$ cat src/rtl/alu_share_ctrl.sv
// alu_share_ctrl: round-robin arbiter that lends one combinational ALU to two
// requesters. One operation is in flight at a time: the winner's operands are
// registered onto the ALU, held for EXEC_CYCLES, and the sampled result is
// returned on the winner's response channel.
module alu_share_ctrl #(
   parameter int WIDTH       = 4,
   parameter int OPW         = 3,
   parameter int EXEC_CYCLES = 1
) (
   input  logic             clk,
   input  logic             rst,
   input  logic             req0_valid,
   output logic             req0_ready,
   input  logic [WIDTH-1:0] req0_a,
   input  logic [WIDTH-1:0] req0_b,
   input  logic [OPW-1:0]   req0_op,
   output logic             rsp0_valid,
   input  logic             rsp0_ready,
   output logic [WIDTH-1:0] rsp0_result,
   input  logic             req1_valid,
   output logic             req1_ready,
   input  logic [WIDTH-1:0] req1_a,
   input  logic [WIDTH-1:0] req1_b,
   input  logic [OPW-1:0]   req1_op,
   output logic             rsp1_valid,
   input  logic             rsp1_ready,
   output logic [WIDTH-1:0] rsp1_result,
   output logic [WIDTH-1:0] alu_a,
   output logic [WIDTH-1:0] alu_b,
   output logic [OPW-1:0]   alu_op,
   input  logic [WIDTH-1:0] alu_result,
   output logic             busy
);

   // Counter only needs to hold EXEC_CYCLES-1; keep at least one bit.
   localparam int CNT_W = (EXEC_CYCLES > 1) ? $clog2(EXEC_CYCLES) : 1;

   typedef enum logic [1:0] {IDLE, EXEC, RESP} state_t;

   state_t           state_q, state_d;
   logic             ptr_q, ptr_d;       // 1: requester 1 favoured on contention
   logic             owner_q, owner_d;   // requester that owns the in-flight op
   logic [CNT_W-1:0] cnt_q, cnt_d;
   logic [WIDTH-1:0] alu_a_q, alu_a_d;
   logic [WIDTH-1:0] alu_b_q, alu_b_d;
   logic [OPW-1:0]   alu_op_q, alu_op_d;
   logic [WIDTH-1:0] rsp_result_q, rsp_result_d;
   logic             grant1;

   // Next-state logic: arbitration in IDLE, settle countdown in EXEC, handshake in RESP.
   always_comb begin
      state_d      = state_q;
      ptr_d        = ptr_q;
      owner_d      = owner_q;
      cnt_d        = cnt_q;
      alu_a_d      = alu_a_q;
      alu_b_d      = alu_b_q;
      alu_op_d     = alu_op_q;
      rsp_result_d = rsp_result_q;
      grant1       = 1'b0;
      req0_ready   = 1'b0;
      req1_ready   = 1'b0;
      case (state_q)
         IDLE: begin
            if (req0_valid || req1_valid) begin
               // Requester 1 wins when it is alone, or when both ask and it is favoured.
               grant1     = req1_valid && (!req0_valid || ptr_q);
               req0_ready = !grant1;
               req1_ready = grant1;
               owner_d    = grant1;
               alu_a_d    = grant1 ? req1_a  : req0_a;
               alu_b_d    = grant1 ? req1_b  : req0_b;
               alu_op_d   = grant1 ? req1_op : req0_op;
               cnt_d      = CNT_W'(EXEC_CYCLES - 1);
               state_d    = EXEC;
            end
         end
         EXEC: begin
            if (cnt_q == '0) begin
               rsp_result_d = alu_result;
               state_d      = RESP;
            end else begin
               cnt_d = cnt_q - CNT_W'(1);
            end
         end
         RESP: begin
            if (owner_q ? rsp1_ready : rsp0_ready) begin
               ptr_d   = !owner_q;
               state_d = IDLE;
            end
         end
         default: state_d = IDLE;
      endcase
   end

   // State and datapath registers; reset drops any in-flight operation.
   always_ff @(posedge clk or posedge rst) begin
      if (rst) begin
         state_q      <= IDLE;
         ptr_q        <= 1'b0;
         owner_q      <= 1'b0;
         cnt_q        <= '0;
         alu_a_q      <= '0;
         alu_b_q      <= '0;
         alu_op_q     <= '0;
         rsp_result_q <= '0;
      end else begin
         state_q      <= state_d;
         ptr_q        <= ptr_d;
         owner_q      <= owner_d;
         cnt_q        <= cnt_d;
         alu_a_q      <= alu_a_d;
         alu_b_q      <= alu_b_d;
         alu_op_q     <= alu_op_d;
         rsp_result_q <= rsp_result_d;
      end
   end

   assign alu_a       = alu_a_q;
   assign alu_b       = alu_b_q;
   assign alu_op      = alu_op_q;
   assign rsp0_result = rsp_result_q;
   assign rsp1_result = rsp_result_q;
   assign rsp0_valid  = (state_q == RESP) && !owner_q;
   assign rsp1_valid  = (state_q == RESP) &&  owner_q;
   assign busy        = (state_q != IDLE);

endmodule
$ cat config.mk
export PLATFORM = sky130hd
export DESIGN_NAME = alu_share_ctrl
export DESIGN_NICKNAME = d
export VERILOG_FILES = /design/src/rtl/alu_share_ctrl.sv
export SDC_FILE = /design/constraint.sdc
export NUM_CORES = 1
export LEC_CHECK = 0
export CAP_MARGIN = 40
export CORE_ASPECT_RATIO = 1.5
export CORE_MARGIN = 4
export CORE_UTILIZATION = 40
export CTS_CLUSTER_SIZE = 10
export DETAILED_ROUTE_END_ITERATION = 10
export GPL_TIMING_DRIVEN = 0
export PLACE_DENSITY_LB_ADDON = 0.15
export SLEW_MARGIN = 20
export SYNTH_ARGS = -nofsm -noshare
export SYNTH_HDL_FRONTEND = slang
export SYNTH_SLANG_ARGS = --single-unit
export TNS_END_PERCENT = 5
$ cat constraint.sdc
create_clock -name clk -period 2.2 [get_ports clk]
set_input_delay 0.44 -clock clk [delete_from_list [all_inputs] [get_ports clk]]
set_output_delay 0.44 -clock clk [all_outputs]
set_load 0.005 [all_outputs]
==> impl_metrics.env, run 1 <==
export IMPL_outcome="completed"
export IMPL_num_vias=963
export IMPL_cts_made_buffers=3
export IMPL_finalWirelength_um=2590
export IMPL_maxCapViolCount=0
export IMPL_finalCritPeriodShare_pct=95.0
export IMPL_fin_worst_skew_ns=0.00122
export IMPL_grt_first_pass_wirelength_um=4270
export IMPL_drive_above_1_share_pct=13.6
export IMPL_layout_common_cells="53 x clkdlybuf4s50_1, 19 x dfrtp_1, 13 x o21ai_0, 13 x a21oi_1, 12 x a31oi_1"
export IMPL_syn_nets=134
export IMPL_irDropWorstVdd_v=0.000678
export IMPL_synth_cell_types=21
export IMPL_gp_congestion=0.745
export IMPL_dieArea_mm2=0.00324
export IMPL_rows=21
export IMPL_p_per_area_mw_per_mm2=1180
export IMPL_drv_slew=0
export IMPL_nNetsFinal=195
export IMPL_period_minus_slack_ns=2.09
export IMPL_grt_total_usage_pct=17.7
export IMPL_io_buffers=55
export IMPL_crit_type="input port to primary output"
export IMPL_cpMaxStageDelayCell="clkdlybuf4s50_1"
export IMPL_setup_viol=0
export IMPL_use_met1_pct=20.6
export IMPL_worstHoldPathType="register to register"
export IMPL_syn_to_final_growth_pct=65.4
export IMPL_die_h_um=67.7
export IMPL_path_clk_slew_ns=0.10
export IMPL_overflow=0
export IMPL_syn_avg_cell_area_um2=9.32
export IMPL_diodes=0
export IMPL_cp_required_ns=1.76
export IMPL_met3_usage_pct=4.00
export IMPL_tightest_slew_ns=0.717
export IMPL_total_power_mw=1.86
export IMPL_hpwl_um=2070
export IMPL_worstPathArrival_ns=1.65
export IMPL_start_kind="input port"
export IMPL_ys_seq_area_share_pct=50.0
export IMPL_ys_warn_count=0
export IMPL_core_mm2=0.00226
export IMPL_relSlewSlack_pct=52.1
export IMPL_hp_start="rsp0_result[1]"
export IMPL_gr_max_usage_layer="met2"
export IMPL_critPathLaunch="req0_valid"
export IMPL_dr_pass1_iters=4
export IMPL_crit_family="buffers and inverters"
export IMPL_cts_root_buf="clkbuf_4"
export IMPL_initial_core_util_pct=42.1
export IMPL_crit_chain="clkdlybuf4s50_1 > nand2b_1 > buf_4 > and3_1 > dlygate4sd2_1"
export IMPL_drc=0
export IMPL_ant_nets=0
export IMPL_p_leak_nw=0.664
export IMPL_h_tree_depth=1
export IMPL_synth_seq_cells=19
export IMPL_grt_pass1_vias=961
export IMPL_cts_sinks=19
export IMPL_final_setup_tns_ns=0
export IMPL_cp_max_fo=3
export IMPL_cts_tree="built"
export IMPL_io_pins=56
export IMPL_dr_first_iter_drc_count=15
export IMPL_grt_use_met2_pct=31.3
export IMPL_final_common_cell="clkdlybuf4s50_1"
export IMPL_max_stage_delay_ns=0.51
export IMPL_r2r_start="ptr_q"
export IMPL_utilization_pct=69.6
export IMPL_antenna_found_initial=0
export IMPL_hold_violations=0
export IMPL_max_freq_ghz=0.478
export IMPL_synth_cells=102
export IMPL_vias_per_cell=5.21
export IMPL_cp_num_buf_inv=3
export IMPL_syn_area_um2=951
export IMPL_endpoint_kind="primary output"
export IMPL_grt_max_degree=20
export IMPL_rsz0062_at_grt="no"
export IMPL_cts_max_path_buffers=2
export IMPL_die_width_um=47.8
export IMPL_wl_per_cell_um=14.0
export IMPL_clk_latency_ns=0.28
## layer usage
metal	wire, um	share of wire, %
met2	1350	52
met1	1020	39
met4	27	1.0
met3	195	7.5
met5	0	0
## stage by stage
step / instances / setup slack, ns / area [um^2] / hold slack (ns)
after floorplan: 102 / 0.880 / 951 / 0.391
after CTS: 185 / 0.0418 / 1570 / 0.547
after detailed placement: 180 / -0.192 / 1530 / 0.522
final: 185 / 0.110 / 1570 / 0.542
after global placement: 180 / -0.173 / 1530 / 0.510
after global routing: 185 / 0.0187 / 1570 / 0.569
## cell usage after synthesis
library cell  count  area share (%)
nor2b_1           1            0.66
or2_4             1            0.92
a21o_1            1            0.79
a21oi_1          13             6.8
clkbuf_1          2            0.79
o21ai_0          13             6.8
nand2b_1          3             2.0
buf_6             1             1.2
nor2_2            1            0.66
nand2_2           1            0.66
buf_4             4             3.2
nor2_1            2            0.79
inv_1             5             2.0
o21ai_1           1            0.53
mux2_2            4             4.7
dfrtp_1          19              50
nand3_1          11             5.8
buf_2             4             2.1
a31oi_1          12             7.9
and3_1            2             1.3
inv_2             1            0.39
## flip-flops by register name (all words and copies together), names as in the netlist
signal	flops
owner_q	1
alu_b	4
alu_a	4
alu_op	3
rsp0_result	4
ptr_q	1
state_q	2
## worst reg2reg max path: stages, from the launching register on
cell,delay [ns]
dfrtp_1,0.42
nand2b_1,0.19
buf_4,0.16
and3_1,0.17
a21o_1,0.15
## where the power goes
part           switching (mW)  internal, mW
Sequential              0.125         0.525
Clock                  0.0993        0.0703
Combinational           0.385         0.654
Total                   0.610          1.25
## area by class of cell
| class | instances | area [um^2] |
|---|---|---|
| Tap cell | 23 | 28.8 |
| Inverter | 6 | 22.5 |
| Sequential cell | 19 | 475 |
| Clock buffer | 4 | 26.3 |
| Multi-Input combinational cell | 66 | 389 |
| Buffer | 11 | 75.1 |
| Timing Repair Buffer | 56 | 556 |
| Fill cell | 204 | 687 |
## cell families after synthesis
| logic type | share of synthesized area [%] |
|---|---|
| AOI/OAI and AO/OA | 22.9 |
| buffers and inverters | 9.61 |
| DFF | 50.0 |
| muxes | 4.74 |
| and+or+nand+nor | 12.8 |
## path summary, 6_finish.rpt
check                                 end  slack, ns  cells past startpoint
min                        rsp0_result[1]       0.54                      1
max                            req1_ready       0.11                      5
min in group asynchronous  rsp0_result[0]       0.56                      2
min reg2reg                rsp0_result[1]       0.54                      1
max reg2reg                       owner_q       1.02                      4
max in group asynchronous        alu_a[3]       1.19                      2
## timing repair
action / in CTS / in global routing
gates resized for setup: 4 / 2
buffers inserted: 1 / 0
hold buffers: 0 / 0
setup endpoints to repair: 2 / 1
Note: power is estimated with default switching activity, not from simulation.
==> run 2: changes to the inputs <==
--- a/config.mk
+++ b/config.mk
@@ -5,10 +5,11 @@
 export SDC_FILE = /design/constraint.sdc
 export NUM_CORES = 1
 export LEC_CHECK = 0
-export CAP_MARGIN = 40
+export CAP_MARGIN = 20
 export CORE_ASPECT_RATIO = 1.5
 export CORE_MARGIN = 4
-export CORE_UTILIZATION = 40
+export CORE_UTILIZATION = 41
+export CTS_BUF_LIST = sky130_fd_sc_hd__clkbuf_2 sky130_fd_sc_hd__clkbuf_4 sky130_fd_sc_hd__clkbuf_8
 export CTS_CLUSTER_SIZE = 10
 export DETAILED_ROUTE_END_ITERATION = 10
 export GPL_TIMING_DRIVEN = 0
==> run 2 against run 1 <==
Compared with the run above: combinational power hardly changed; sequential share of layout area hardly changed; clock skew is 0.0030 ns higher; critical path depth is 2 lower; core utilization is 0.93 points higher; register-to-register slack worse by 0.05 ns; sequential power is 1% higher; maximum frequency is 3.2% lower; via count is 3.7% higher; largest cell class unchanged; largest power group unchanged; highest routed layer unchanged.
==> impl_metrics.env, run 2 (synthesis gave the netlist of run 1 again) <==
export IMPL_crit_type="input port to primary output"
export IMPL_io_buffers=55
export IMPL_worstHoldPathType="register to register"
export IMPL_drc=0
export IMPL_p_leak_nw=0.667
export IMPL_overflow=0
export IMPL_cts_sinks=19
export IMPL_drv_slew=0
export IMPL_die_width_um=47.3
export IMPL_rows=21
export IMPL_ant_nets=0
export IMPL_worstPathArrival_ns=1.72
export IMPL_finalWirelength_um=2650
export IMPL_utilization_pct=70.5
export IMPL_clk_latency_ns=0.29
export IMPL_io_pins=56
export IMPL_tightest_slew_ns=0.722
export IMPL_die_h_um=67.0
export IMPL_initial_core_util_pct=42.6
export IMPL_rsz0062_at_grt="yes"
export IMPL_gp_congestion=0.749
export IMPL_path_clk_slew_ns=0.11
export IMPL_layout_setup_ws_ns=0.0415
export IMPL_hp_start="rsp0_result[1]"
export IMPL_dr_first_iter_drc_count=28
export IMPL_grt_pass1_vias=980
export IMPL_dr_pass1_iters=4
export IMPL_dieArea_mm2=0.00317
export IMPL_setup_viol=0
export IMPL_r2r_start="state_q[1]"
export IMPL_wl_per_cell_um=14.4
export IMPL_maxCapViolCount=0
export IMPL_outcome="completed"
export IMPL_grt_total_usage_pct=17.6
export IMPL_cts_made_buffers=3
export IMPL_h_tree_depth=1
export IMPL_cts_tree="built"
export IMPL_syn_to_final_growth_pct=65.7
export IMPL_grt_max_degree=20
export IMPL_hpwl_um=2120
export IMPL_p_per_area_mw_per_mm2=1190
export IMPL_ctsHoldBuffers=0
export IMPL_hold_violations=0
export IMPL_start_kind="input port"
export IMPL_critPathLaunch="req1_valid"
export IMPL_num_vias=999
export IMPL_fin_area_mm2=0.00158
export IMPL_instances_no_fill=184
export IMPL_diodes=0
export IMPL_cts_root_buf="clkbuf_4"
export IMPL_post_place_ws_ns=-0.170
export IMPL_cp_required_ns=1.76
export IMPL_fin_worst_skew_ns=0.00419
export IMPL_grt_first_pass_wirelength_um=4240
export IMPL_irDropWorstVdd_v=0.000570
export IMPL_final_common_cell="clkdlybuf4s50_1"
export IMPL_post_dp_cell_area_mm2=0.00153
export IMPL_drive_above_1_share_pct=14.3
export IMPL_dp_cells=180
export IMPL_relSlewSlack_pct=51.8
export IMPL_antenna_found_initial=0
export IMPL_nNetsFinal=194
export IMPL_endpoint_kind="primary output"
export IMPL_layout_common_cells="53 x clkdlybuf4s50_1, 19 x dfrtp_1, 13 x o21ai_0, 13 x a21oi_1, 12 x a31oi_1"
export IMPL_cts_max_path_buffers=2
export IMPL_vias_per_cell=5.43
export IMPL_finalCritPeriodShare_pct=98.1
export IMPL_period_minus_slack_ns=2.16
export IMPL_max_freq_ghz=0.463
export IMPL_core_mm2=0.00223
export IMPL_cp_max_fo=6
export IMPL_holdWs_ns=0.546
## run 2: cell types whose count changed in the layout (fill, tap and decap cells not counted)
cell | before | now
buf_4 | 6 | 5
dlymetal6s2s_1 | 0 | 1
clkbuf_1 | 2 | 1
clkinv_2 | 0 | 1
and3_1 | 2 | 1
and3_4 | 0 | 1
dlygate4sd2_1 | 2 | 1
## run 2: worst max-delay path, stage by stage
cell	delay, ns
clkdlybuf4s50_1	0.57
and3_4	0.21
clkdlybuf4s50_1	0.50
## run 2: timing repair
item                                    CTS  global route
buffers inserted                          0             0
gates resized for setup                   3             4
endpoints found under the hold margin     0             0
endpoints found under the setup margin    1             2
pin swaps                                 0             0
## run 2: metrics by stage
stage / setup TNS [ns] / total power, mW
floorplan: 0 / 1.11
global placement: -0.179 / 1.67
detailed placement: -0.170 / 1.70
CTS: 0 / 1.87
global route: 0 / 2.02
finish: 0 / 1.88
## run 2: area by class of cell
class	count	area, um^2
plain buffers	11	75.1
inverters	6	22.5
repair buffers	55	552
clock buffers	3	22.5
flip-flops and latches	19	475
clock inverters	1	5.00
fillers	186	658
multi-input cells	66	394
well taps	23	28.8
## run 2: where the power goes
part	internal, mW	leakage [nW]	total (mW)	switching, mW
Clock	0.0674	0.0177	0.174	0.106
Combinational	0.659	0.433	1.05	0.390
Sequential	0.525	0.216	0.658	0.133
## run 2: path summary, 6_finish.rpt
check                            endpoint  slack, ns  cells past startpoint
hold reg to reg            rsp0_result[1]       0.55                      1
min in group asynchronous  rsp0_result[1]       0.56                      2
setup / recovery               req1_ready       0.04                      3
hold / removal             rsp0_result[1]       0.55                      1
setup reg to reg                 alu_b[2]       0.97                      4
max in group asynchronous  rsp0_result[2]       1.19                      2
## run 2: routing by layer
metal | routed length (um) | global-route usage [%] | share of wire (%)
met1 | 977 | 20.1 | 37
met3 | 178 | 3.24 | 6.7
met5 | 0 | 0 | 0
met4 | 20 | 3.11 | 0.75
met2 | 1480 | 32.2 | 56
==> run 3: changes to the inputs <==
--- a/config.mk
+++ b/config.mk
@@ -6,8 +6,7 @@
 export NUM_CORES = 1
 export LEC_CHECK = 0
 export CAP_MARGIN = 20
-export CORE_ASPECT_RATIO = 1.5
-export CORE_MARGIN = 4
+export CORE_MARGIN = 5
 export CORE_UTILIZATION = 41
 export CTS_BUF_LIST = sky130_fd_sc_hd__clkbuf_2 sky130_fd_sc_hd__clkbuf_4 sky130_fd_sc_hd__clkbuf_8
 export CTS_CLUSTER_SIZE = 10
==> run 3 against run 2 <==
Compared with the run above: worst hold slack worse by 0.028 ns; critical path depth is 1 higher; combinational power hardly changed; clock power is 5% higher; final cell count is 2.7% higher; die area is 6.7% higher; via count is 0.60% lower; critical path type is now register to primary output.
==> impl_metrics.env, run 3 (synthesis gave the netlist of run 1 again) <==
export IMPL_rows=17
export IMPL_start_kind="register"
export IMPL_cpMaxStageDelayCell="dfrtp_1"
export IMPL_grt_total_usage_pct=17.7
export IMPL_overflow=0
export IMPL_period_minus_slack_ns=2.09
export IMPL_ctsHoldBuffers=0
export IMPL_max_freq_ghz=0.479
export IMPL_fillers=187
export IMPL_final_common_cell="clkdlybuf4s50_1"
export IMPL_instances_no_fill=189
export IMPL_gp_congestion=0.809
export IMPL_maxCapViolCount=0
export IMPL_cts_max_path_buffers=2
export IMPL_worst_r2r_path_depth=4
export IMPL_rsz0062_at_grt="no"
export IMPL_dp_cells=185
export IMPL_max_stage_delay_ns=0.46
export IMPL_cp_required_ns=1.76
export IMPL_p_per_area_mw_per_mm2=1190
export IMPL_h_tree_depth=1
export IMPL_clk_latency_ns=0.29
export IMPL_cp_max_fo=10
export IMPL_io_pins=56
export IMPL_utilization_pct=72.0
export IMPL_grt_pass1_vias=1021
export IMPL_multi_input_area_um2=397
export IMPL_vias_per_cell=5.25
export IMPL_ant_nets=0
export IMPL_diodes=0
export IMPL_cp_num_cells=4
export IMPL_drive_above_1_share_pct=14.3
export IMPL_cts_sinks=19
export IMPL_crit_family="buffers and inverters"
export IMPL_critPathLaunch="state_q[1]"
export IMPL_dr_first_iter_drc_count=25
export IMPL_crit_type="register to primary output"
export IMPL_wl_per_cell_um=14.5
export IMPL_core_mm2=0.00221
export IMPL_num_vias=993
export IMPL_endpoint_kind="primary output"
export IMPL_holdPathStages=3
export IMPL_drv_slew=0
export IMPL_drc=0
export IMPL_path_clk_slew_ns=0.11
export IMPL_cts_setup_buffers=0
export IMPL_tightest_slew_ns=0.707
export IMPL_setup_viol=0
export IMPL_grt_max_degree=20
export IMPL_fin_worst_skew_ns=0.00592
export IMPL_holdWs_ns=0.518
export IMPL_crit_chain="nor2_4 > clkbuf_4 > inv_1 > clkdlybuf4s50_1"
export IMPL_cts_made_buffers=3
export IMPL_die_width_um=58.2
export IMPL_hp_start="req1_valid"
export IMPL_layout_common_cells="52 x clkdlybuf4s50_1, 19 x dfrtp_1, 13 x o21ai_0, 13 x a21oi_1, 12 x a31oi_1"
export IMPL_finalCritPeriodShare_pct=94.8
export IMPL_antenna_found_initial=0
export IMPL_outcome="completed"
export IMPL_regArea_um2=475
export IMPL_worstPathArrival_ns=1.65
export IMPL_worstHoldPathType="input port to register"
export IMPL_cp_num_buf_inv=3
export IMPL_total_power_mw=1.89
export IMPL_hpwl_um=2120
export IMPL_post_dp_cell_area_mm2=0.00154
export IMPL_r2r_start="state_q[1]"
export IMPL_cts_tree="built"
export IMPL_hold_violations=0
export IMPL_relSlewSlack_pct=52.8
export IMPL_syn_to_final_growth_pct=67.5
export IMPL_dr_pass1_iters=4
export IMPL_nNetsFinal=194
export IMPL_irDropWorstVdd_v=0.000723
export IMPL_cts_root_buf="clkbuf_4"
export IMPL_io_buffers=55
export IMPL_grt_first_pass_wirelength_um=4660
export IMPL_p_leak_nw=0.689
export IMPL_finalWirelength_um=2730
export IMPL_initial_core_util_pct=43.0
export IMPL_fin_area_mm2=0.00159
export IMPL_die_h_um=58.2
export IMPL_dieArea_mm2=0.00338
## run 3: worst register-to-register path, stage by stage (launching register included)
cell      delay, ns
dfrtp_1        0.46
nor2_4         0.18
clkbuf_4       0.23
a21oi_1        0.09
a31oi_1        0.16
## run 3: final cells by class
| cell class | count | area share, % |
|---|---|---|
| inverters | 6 | 1.41 |
| clock buffers | 4 | 1.89 |
| well taps | 28 | 2.20 |
| repair buffers | 55 | 34.8 |
| plain buffers | 11 | 4.95 |
| multi-input cells | 66 | 24.9 |
| flip-flops and latches | 19 | 29.9 |
## run 3: timing repair
item	4_1_cts	5_1_grt
endpoints found under the setup margin	1	2
pin swaps	0	0
resized for setup	4	5
## run 3: layer usage
layer	GRT usage (%)	wire length [um]	vias up
li1	-	-	481
met1	22.9	1150	473
met2	29.2	1370	37
met3	3.12	191	2
met4	6.95	14	0
met5	0	0	-
## run 3: final timing paths
path,to,slack (ns)
setup / recovery,busy,0.11
setup reg to reg,alu_b[1],1.00
hold / removal,alu_a[3],0.52
min in group asynchronous,alu_op[2],0.56
max in group asynchronous,state_q[0],1.20
hold reg to reg,rsp0_result[3],0.54
## run 3: through the flow
step,TNS [ns],setup WS [ns]
floorplan,0,0.880
global placement,-0.202,-0.202
detailed placement,-0.165,-0.165
CTS,-0.0172,-0.0172
global route,0,0.0390
finish,0,0.113
## run 3: where the power goes
group	switching [mW]	internal, mW
sequential	0.135	0.525
clock	0.101	0.0827
combinational	0.388	0.661
total	0.623	1.27
